File: src/rtl/cpu_trap_ctrl.sv
// cpu_trap_ctrl: interrupt/trap sequencer.
// Takes the lowest-numbered enabled interrupt at an instruction boundary.
// It then stalls the core, pulses the register-file backup, and loads the
// vectored handler PC. On mret it pulses restore and reloads the saved PC.
// Handlers do not nest: new requests are held off until the block is back
// in IDLE.
module cpu_trap_ctrl #(
    parameter int              XLEN       = 32,
    parameter int              IRQ_NUM    = 8,
    parameter int              CAUSE_W    = 3,
    parameter logic [XLEN-1:0] VEC_BASE   = 32'h0000_0100,
    parameter int              VEC_STRIDE = 4
) (
    input  logic               clk,
    input  logic               reset_n,
    input  logic [IRQ_NUM-1:0] irq_req,
    input  logic [IRQ_NUM-1:0] irq_mask,
    input  logic               instr_boundary,
    input  logic [XLEN-1:0]    pc_cur,
    input  logic               mret,
    output logic               halt_req,
    output logic               gregs_backup,
    output logic               gregs_restore,
    output logic               pc_load,
    output logic [XLEN-1:0]    pc_load_val,
    output logic [IRQ_NUM-1:0] irq_ack,
    output logic               in_handler,
    output logic [CAUSE_W-1:0] cause
);

    typedef enum logic [2:0] {
        IDLE    = 3'd0,
        SAVE    = 3'd1,
        VECTOR  = 3'd2,
        HANDLER = 3'd3,
        RESTORE = 3'd4,
        RETURN  = 3'd5
    } state_t;

    state_t              state;
    logic [XLEN-1:0]     epc;
    logic [IRQ_NUM-1:0]  pending;
    logic [CAUSE_W-1:0]  taken;
    logic [XLEN-1:0]     vec_addr;

    assign pending = irq_req & irq_mask;

    // Vector address of the latched cause; wraps modulo 2^XLEN.
    assign vec_addr = VEC_BASE + XLEN'(cause) * XLEN'(VEC_STRIDE);

    // Fixed priority: the lowest set index of pending wins.
    always_comb begin
        taken = '0;
        for (int i = IRQ_NUM - 1; i >= 0; i--) begin
            if (pending[i]) begin
                taken = CAUSE_W'(i);
            end
        end
    end

    // Trap sequencer. Each output is registered and set together with the
    // state it belongs to. This keeps the outputs glitch-free and in step
    // with the state.
    always_ff @(posedge clk) begin
        if (!reset_n) begin
            state         <= IDLE;
            epc           <= '0;
            cause         <= '0;
            halt_req      <= 1'b0;
            gregs_backup  <= 1'b0;
            gregs_restore <= 1'b0;
            pc_load       <= 1'b0;
            pc_load_val   <= '0;
            irq_ack       <= '0;
            in_handler    <= 1'b0;
        end else begin
            // The single-cycle outputs default low and are raised only on
            // entry to the state that owns them.
            gregs_backup  <= 1'b0;
            gregs_restore <= 1'b0;
            pc_load       <= 1'b0;
            pc_load_val   <= '0;
            irq_ack       <= '0;
            case (state)
                IDLE: begin
                    halt_req   <= 1'b0;
                    in_handler <= 1'b0;
                    if ((pending != '0) && instr_boundary) begin
                        state        <= SAVE;
                        epc          <= pc_cur;
                        cause        <= taken;
                        halt_req     <= 1'b1;
                        gregs_backup <= 1'b1;
                    end
                end
                SAVE: begin
                    state       <= VECTOR;
                    halt_req    <= 1'b1;
                    pc_load     <= 1'b1;
                    pc_load_val <= vec_addr;
                    irq_ack     <= IRQ_NUM'(1) << cause;
                    in_handler  <= 1'b1;
                end
                VECTOR: begin
                    state      <= HANDLER;
                    halt_req   <= 1'b0;
                    in_handler <= 1'b1;
                end
                HANDLER: begin
                    // Requests are ignored here. They are seen again from IDLE.
                    if (mret) begin
                        state         <= RESTORE;
                        halt_req      <= 1'b1;
                        gregs_restore <= 1'b1;
                    end
                end
                RESTORE: begin
                    state       <= RETURN;
                    halt_req    <= 1'b1;
                    pc_load     <= 1'b1;
                    pc_load_val <= epc;
                end
                RETURN: begin
                    state      <= IDLE;
                    halt_req   <= 1'b0;
                    in_handler <= 1'b0;
                end
                default: begin
                    state      <= IDLE;
                    halt_req   <= 1'b0;
                    in_handler <= 1'b0;
                end
            endcase
        end
    end

endmodule

File: config.mk
export PLATFORM = sky130hd
export DESIGN_NAME = cpu_trap_ctrl
export DESIGN_NICKNAME = d
export VERILOG_FILES = /design/src/rtl/cpu_trap_ctrl.sv
export SDC_FILE = /design/constraint.sdc
export NUM_CORES = 1
export LEC_CHECK = 0
export CAP_MARGIN = 20
export CORE_UTILIZATION = 40
export DETAILED_ROUTE_END_ITERATION = 7
export PLACE_DENSITY = 0.74
export SYNTH_ARGS = -nofsm -noshare
export SYNTH_HDL_FRONTEND = slang
export SYNTH_SLANG_ARGS = --single-unit
File: constraint.sdc
create_clock -name clk -period 1.45 [get_ports clk]
set_input_delay 0.145 -clock clk [delete_from_list [all_inputs] [get_ports clk]]
set_output_delay 0.145 -clock clk [all_outputs]
set_load 0.05 [all_outputs]
After elaboration in Yosys (flattened, before gate mapping)
Cells that the tools add are included.
W data, S select, Z words.

storage, ports and cells
  bits in registers = 83
  output and inout bits = 48
  logic and storage cells = 48

cells by class
  add/sub/neg operators = 1
  eq/ne operators = 6
  shifts and indexed selects = 1
  multiplexer cells = 18
  bitwise logic cells = 1
  reductions and logical operators = 11

operators with widths
  kind                    count
  $pmux W32 S2            1
  $mux W3                 10
  $pmux W3 S5             1
  $add A9 B5 Y10 const A  1
  $reduce_and A2 Y1       5
  $and A8 B8 Y8           1
  $reduce_bool A8 Y1      1
  $shl A1 B3 Y8 const A   1
  $eq A3 B2 Y1 const B    2
  $reduce_or A2 Y1        3
  $mux W1                 4
  $ne A2 B2 Y1 const B    2
  $eq A3 B1 Y1 const B    1
  $eq A3 B3 Y1 const B    1
  $logic_not A3 Y1        1
  $pmux W1 S3             1
  $pmux W1 S2             1
  $logic_and A1 B1 Y1     1

Longest topological paths before layout
Gate-level depths: netlist (run 1).

  word-level depth = 9
  depth in mapped cells = 6

Least setup slack after synthesis (run 1)
No wires, ideal clock.

  path type = reg2reg
  start = register state[0]
  end = register epc[4]
  setup time = 0.067 ns
  arrival = 1.407 ns
  required time = 1.383 ns
  path slack = -0.025 ns
  cell stages (with the launch flop) = 6
  clock period less this slack = 1.475 ns
  cells stage by stage = dfxtp_1 clkbuf_1 nor3_2 clkbuf_1 nand3_1 a21oi_2

between the ends
  cells in the longest elaborated chain, start to end = 2

ends and longest elaborated chain
  what                         line  text
  start: declaration           40    state_t state;
  start signal: assignment     66    state <= IDLE;
  start signal: assignment     89    state <= SAVE;
  start signal: assignment     97    state <= VECTOR;
  $logic_not A3 Y1             84    case (state)
  $reduce_and A2 Y1 (no line)  n/a
  end signal: assignment       90    epc <= pc_cur;
  end: declaration             41    logic [XLEN-1:0] epc;

Every way passes these cells.
A chain may end at the register's enable or synchronous reset.

Worst setup path after layout (run 1)
  start = input port irq_mask[1]
  end = register epc[29]

between the ends
  cells in the longest elaborated chain, start to end = 4

ends and longest elaborated chain
  what                         line  text
  start: declaration           17    input logic [IRQ_NUM-1:0] irq_mask,
  $and A8 B8 Y8                46    assign pending = irq_req & irq_mask;
  $reduce_bool A8 Y1           88    if ((pending != '0) && instr_boundary) begin
  $logic_and A1 B1 Y1          88
  $reduce_and A2 Y1 (no line)  n/a

Every way passes these cells.

==> results.txt, run 1 <==
Status: finished clean
Placed cells: 516
Residual DRC: 0
Setup ws final: 0.0437 ns
Crit path time final: 1.41 ns
Cell family contributing the most delay on the critical path: compound AO/OA/AOI/OAI gates
Setup crit end: epc[29]
Drt first-iter violations: 152
Crit path cell chain: clkdlybuf4s15_1 > a22o_4 > buf_6 > o41a_4 > buf_2 > nand3_1 > a21oi_1
Final #Nets: 498
CTS tree: yes
Slew headroom: 66.9%
F_max: 711 MHz
Gr usage total: 21.3%
Crit start category: primary input
Layout Cells excl Fill: 547
Number of H-tree levels: 3
Worst-path maximum fanout: 7
R2R Setup Slk: 0.09 ns
Largest net degree at the start of global routing: 26
Final setup violating endpoints: 0
DIE AREA: 0.00775 mm²
Origin of the critical flop-to-flop path: state[2]
Largest cells by area after synthesis: dfxtp_1 (56%), a21oi_1 (6.4%), and2_1 (5.9%)
CP Data Required Time: 1.69 ns
Number of core rows: 30
Worst setup EP type: register
Worst path depth: 7
Cell at the slowest stage of the critical path: o41a_4
Crit-path max cell delay: 0.56 ns
Synth top cells by count: dfxtp_1 (83), a21oi_1 (38), nand3_1 (34)
Max-cap violations: 0
Hpwl dp: 5390 µm
Total Wirelength: 8140 µm
Placement Cell Area: 0.00417 mm²
Fillers: 592
CTS sink cnt: 83
Ys async rst share: 0%
Critical path buffer and inverter count: 3
Footprint of the multi-input gates: 0.00125 mm²
Worst-path clk slew: 0.08 ns
Syn Std Cell Area: 0.00296 mm²
CORE AREA: 0.00698 mm²
Clock network latency to the later pin of the worst-skew pair: 0.35 ns
Cts bufs inserted: 9
CP Class: in -> reg
DR vias/cell: 5.11
Overflow after GRT: 0
Initial Utilization: 42.4%
IO Port Bufs: 99
Critical Path AT: 1.64 ns
Number of synthesized register bits: 83
EDFF count, synth: 0
Warnings from Yosys: 0
Static leakage: 1.88 nW
Final worst clock skew: 0.0115 ns
Die height: 88.0 µm
Worst reg-to-reg path cell count: 4
Most numerous cell in the Yosys netlist: dfxtp_1
Peak VDD IR: 0.588 mV
Die width: 88.0 µm
Post-synth top area share: 56.2%
Ports: 100
Overall power: 0.00485 W
Reg2reg end: state[2]
Final Slew Violations: 0
Number of global-route vias before repair: 2726
Layout cells sized above 1: 30.2%
Hold Crit Class: in -> reg
DR vias: 2793
Seq/Total Area, Yosys: 56.2%
Worst Tran Pin Value: 0.495 ns
Fin. Hold Viols: 0
Largest area contributor in the netlist: dfxtp_1
Syn Nets: 361
Top_reg_cell synth: dfxtp_1
Final Cell Area: 0.00455 mm²
Initial antenna violation count: 0
Worst Setup SP: irq_mask[1]
Pre-antenna DRT Iters: 4
Syn_area_per_cell: 9.58 µm²
Crit share post-route: 97.0%
First-pass GRT wire length: 12400 µm
CTS Buffer Depth: 2
Reg area: 0.00166 mm²
Setup WS pre-CTS: -0.531 ns
Placer's final routability congestion estimate: 0.791
Synth cell types: 37
Post-DRT Antenna Nets: 0
Root Driver: clkbuf_8
Diodes inserted: 0
Synth Instances: 309
Final TNS setup: 0 ns
Area Growth Syn to Fin: 53.9%
Routed WL per cell: 14.9 µm
Pwr per Cell Area: 1070 mW/mm²
-- worst min-delay path by stage --
stage | start | to | slack, ns | cells after the start
final | pc_cur[27] | epc[27] | 0.36 | 3
after CTS | pc_cur[8] | epc[8] | 0.35 | 3
after floorplan | reset_n | in_handler | 0.26 | 1
after global placement | epc[23] | pc_load_val[23] | 0.43 | 1
after detailed placement | epc[0] | pc_load_val[0] | 0.44 | 1
after global routing | pc_cur[25] | epc[25] | 0.38 | 3
-- power by group --
part | switching, W | leakage [nW] | internal, W
combinational | 0.000510 | 1.12 | 0.000450
sequential | 0.0000630 | 0.675 | 0.00238
clock | 0.000785 | 0.0863 | 0.000667
-- cells in the final DEF (no fill, tap or decap), drive strengths merged, types with 2 or more instances in the layout --
master         instances
a22o                   4
a21oi                 40
nor2b                  2
or3                    2
o41a                   2
nor2                  15
nand3                 34
clkdlybuf4s50         35
clkinv                 3
dlygate4sd2           12
nor3                   4
dfxtp                 83
a22oi                  5
nand2                  8
clkdlybuf4s15          3
nor4                   2
nand2b                 6
o21ai                 36
buf                   98
clkbuf                13
a211oi                 3
and2                  28
-- area by class of cell --
type                    instances  area share [%]
clock inverters                 4           0.577
clock buffers                  12            3.19
inverters                       1          0.0824
multi-input cells             202            27.4
well taps                      96            2.64
flip-flops and latches         83            36.5
repair buffers                149            29.6
-- per-layer routing --
layer,GRT usage [%],vias to the layer above,share of wire [%]
met2,37.1,91,51
met4,9.24,0,1.7
met3,4.62,12,6.5
met1,25.3,1324,41
li1,-,1366,-
met5,0,-,0
-- sequential cells by signal (all words and copies together) (netlist names) --
signal	cells
pc_load	1
gregs_restore	1
gregs_backup	1
epc	32
cause	3
halt_req	1
state	3
pc_load_val	32
in_handler	1
irq_ack	8
-- stage by stage --
stage,hold slack (ns),util (%)
2_1_floorplan,0.263,-
3_3_place_gp,0.435,59.7
3_5_place_dp,0.440,59.7
4_1_cts,0.348,64.4
5_1_grt,0.382,65.2
6_report,0.359,65.2
-- cells by family after synthesis --
logic type / synth area share [%]
XOR/XNOR: 0.296
AND/OR/NAND/NOR: 18.5
buffers and inverters: 4.36
flip-flops: 56.2
AO/OA/AOI/OAI: 20.7
-- worst reg2reg max path: cells and delay by family, from the launching register on --
kind,cells,cell delay (ns)
AO/OA/AOI/OAI,1,0.20
buffers and inverters,1,0.17
flip-flops,1,0.34
AND/OR/NAND/NOR,2,0.57
-- timing repair --
item / 4_1_cts / 5_1_grt
gates cloned: 5 / 2
pin swaps: 21 / 18
hold buffers: 0 / 0
endpoints found under the setup margin: 36 / 36
buffers inserted: 9 / 2
gates resized for setup: 21 / 32
Power figures use the tool's default switching activity.
==> inputs of run 2 (changes only) <==
--- a/config.mk
+++ b/config.mk
@@ -6,9 +6,10 @@
 export NUM_CORES = 1
 export LEC_CHECK = 0
 export CAP_MARGIN = 20
-export CORE_UTILIZATION = 40
+export CORE_UTILIZATION = 42
+export CTS_BUF_LIST = sky130_fd_sc_hd__clkbuf_4
 export DETAILED_ROUTE_END_ITERATION = 7
-export PLACE_DENSITY = 0.74
+export PLACE_DENSITY = 0.86
 export SYNTH_ARGS = -nofsm -noshare
 export SYNTH_HDL_FRONTEND = slang
 export SYNTH_SLANG_ARGS = --single-unit
==> results.txt, run 2 (synthesis gave the netlist of run 1 again) <==
Placer's final routability congestion estimate: 0.781
DIE AREA: 0.00738 mm²
Fin. Hold Viols: 0
Critical path buffer and inverter count: 4
Commonest non-fill, non-tap cell in the layout: buf_4
Pwr per Cell Area: 1040 mW/mm²
Routed WL per cell: 14.9 µm
Initial antenna violation count: 0
Critical Path AT: 1.77 ns
Number of core rows: 30
RSZ-0062 raised after global routing: true
Die width: 85.9 µm
Largest net degree at the start of global routing: 29
Root Driver: clkbuf_4
Crit path time final: 1.40 ns
Number of H-tree levels: 3
Hold_buf cts: 0
Ports: 100
Slew headroom: 69.9%
Diodes inserted: 0
Initial Utilization: 43.6%
Gr usage total: 22.6%
IO Port Bufs: 99
Most frequent cells in the layout: buf_4 (85), dfxtp_1 (83), a21oi_1 (36)
Final worst clock skew: 0.0121 ns
CTS Buffer Depth: 2
Peak VDD IR: 0.391 mV
Pre-antenna DRT Iters: 4
Cell family contributing the most delay on the critical path: compound AO/OA/AOI/OAI gates
DR vias: 2820
Crit share post-route: 96.9%
Placed cells: 519
Final #Nets: 500
Most common cell on crit path: buf_4
Clock network latency to the later pin of the worst-skew pair: 0.42 ns
Setup ws final: 0.0455 ns
Residual DRC: 0
Number of global-route vias before repair: 2691
Cell at the slowest stage of the critical path: o41ai_4
Crit start category: primary input
WHS: 0.269 ns
Layout Cells excl Fill: 548
Static leakage: 1.88 nW
Top Registers: epc: 32 flops, pc_load_val: 32 flops, irq_ack: 8 flops
Crit-path max cell delay: 0.39 ns
Setup WS pre-CTS: -0.630 ns
F_max: 712 MHz
Status: finished clean
Layout cells sized above 1: 28.5%
Worst-path maximum fanout: 8
Total Wirelength: 8170 µm
Hold Crit Class: in -> reg
Final TNS setup: 0 ns
First-pass GRT wire length: 12800 µm
Overall power: 0.00474 W
Worst setup EP type: register
Area Growth Syn to Fin: 53.4%
DR vias/cell: 5.15
CTS tree: yes
Worst-path clk slew: 0.13 ns
Cts bufs inserted: 9
Drt first-iter violations: 140
Worst Tran Pin Value: 0.451 ns
Overflow after GRT: 0
Crit path cell chain: dlygate4sd2_1 > a22o_1 > buf_4 > o41ai_4 > buf_4 > clkbuf_16 > o21ai_1 > a21oi_1
CP Class: in -> reg
Hpwl dp: 5500 µm
Die height: 85.9 µm
Post-DRT Antenna Nets: 0
Max-cap violations: 0
CORE AREA: 0.00679 mm²
Final Slew Violations: 0
CTS sink cnt: 83
CP Data Required Time: 1.81 ns
Final setup violating endpoints: 0
==> run 2: cell count changes in the layout (fill, tap and decap cells not counted), moves of 3 or more <==
cell	previous run	this run
buf_12	5	8
clkbuf_4	0	12
nand3_2	6	0
buf_6	7	4
clkbuf_8	10	0
o21ai_2	5	2
buf_4	82	85
nand3_1	28	34
==> run 2: worst paths after layout <==
path                    start        endpoint  slack [ns]  cells after the start
setup / recovery  irq_mask[5]         epc[23]        0.05                      8
hold reg to reg        epc[1]  pc_load_val[1]        0.46                      1
setup reg to reg     state[2]          epc[2]        0.06                      4
hold / removal     pc_cur[25]         epc[25]        0.27                      3
==> run 2: what timing repair did <==
| item | CTS | global route |
|---|---|---|
| gates cloned | 3 | 2 |
| pin swaps | 8 | 15 |
| resized for setup | 21 | 9 |
| setup endpoints to repair | 36 | 31 |
| buffers inserted | 5 | 5 |
==> run 2: final cells by class <==
cell class	instances	area, µm²
fill	547	2250
sequential	83	1660
clock inverter	4	52.6
clock buffer	11	82.6
inverter	1	3.75
multi-input combinational	201	1190
timing repair buffer	152	1420
tap	96	120
==> run 2: stage by stage <==
step                      instance area (µm²)  util (%)
after floorplan                          2970         -
after global placement                   4220      62.0
after detailed placement                 4220      62.0
after CTS                                4480      66.0
after global routing                     4540      66.8
final                                    4540      66.8
==> run 2: metal layers <==
layer  up-vias  global-route usage [%]  routed length [µm]
li1       1368                       -                   -
met1      1302                    25.0                3110
met2       138                    41.2                4280
met3        12                    5.29                 671
met4         0                    9.39                 108
met5         -                       0                   0
==> run 2: worst register-to-register path: cells and delay by family (launching register included) <==
family                 cells  cell delay [ns]
flip-flops                 1             0.35
buffers and inverters      1             0.22
AND/OR/NAND/NOR            1             0.39
AO/OA/AOI/OAI              2             0.32
==> run 2: power breakdown <==
| part | internal, W | total, W | switching (W) |
|---|---|---|---|
| registers | 0.00238 | 0.00244 | 0.0000594 |
| logic | 0.000491 | 0.00100 | 0.000513 |
| clock network | 0.000555 | 0.00130 | 0.000744 |
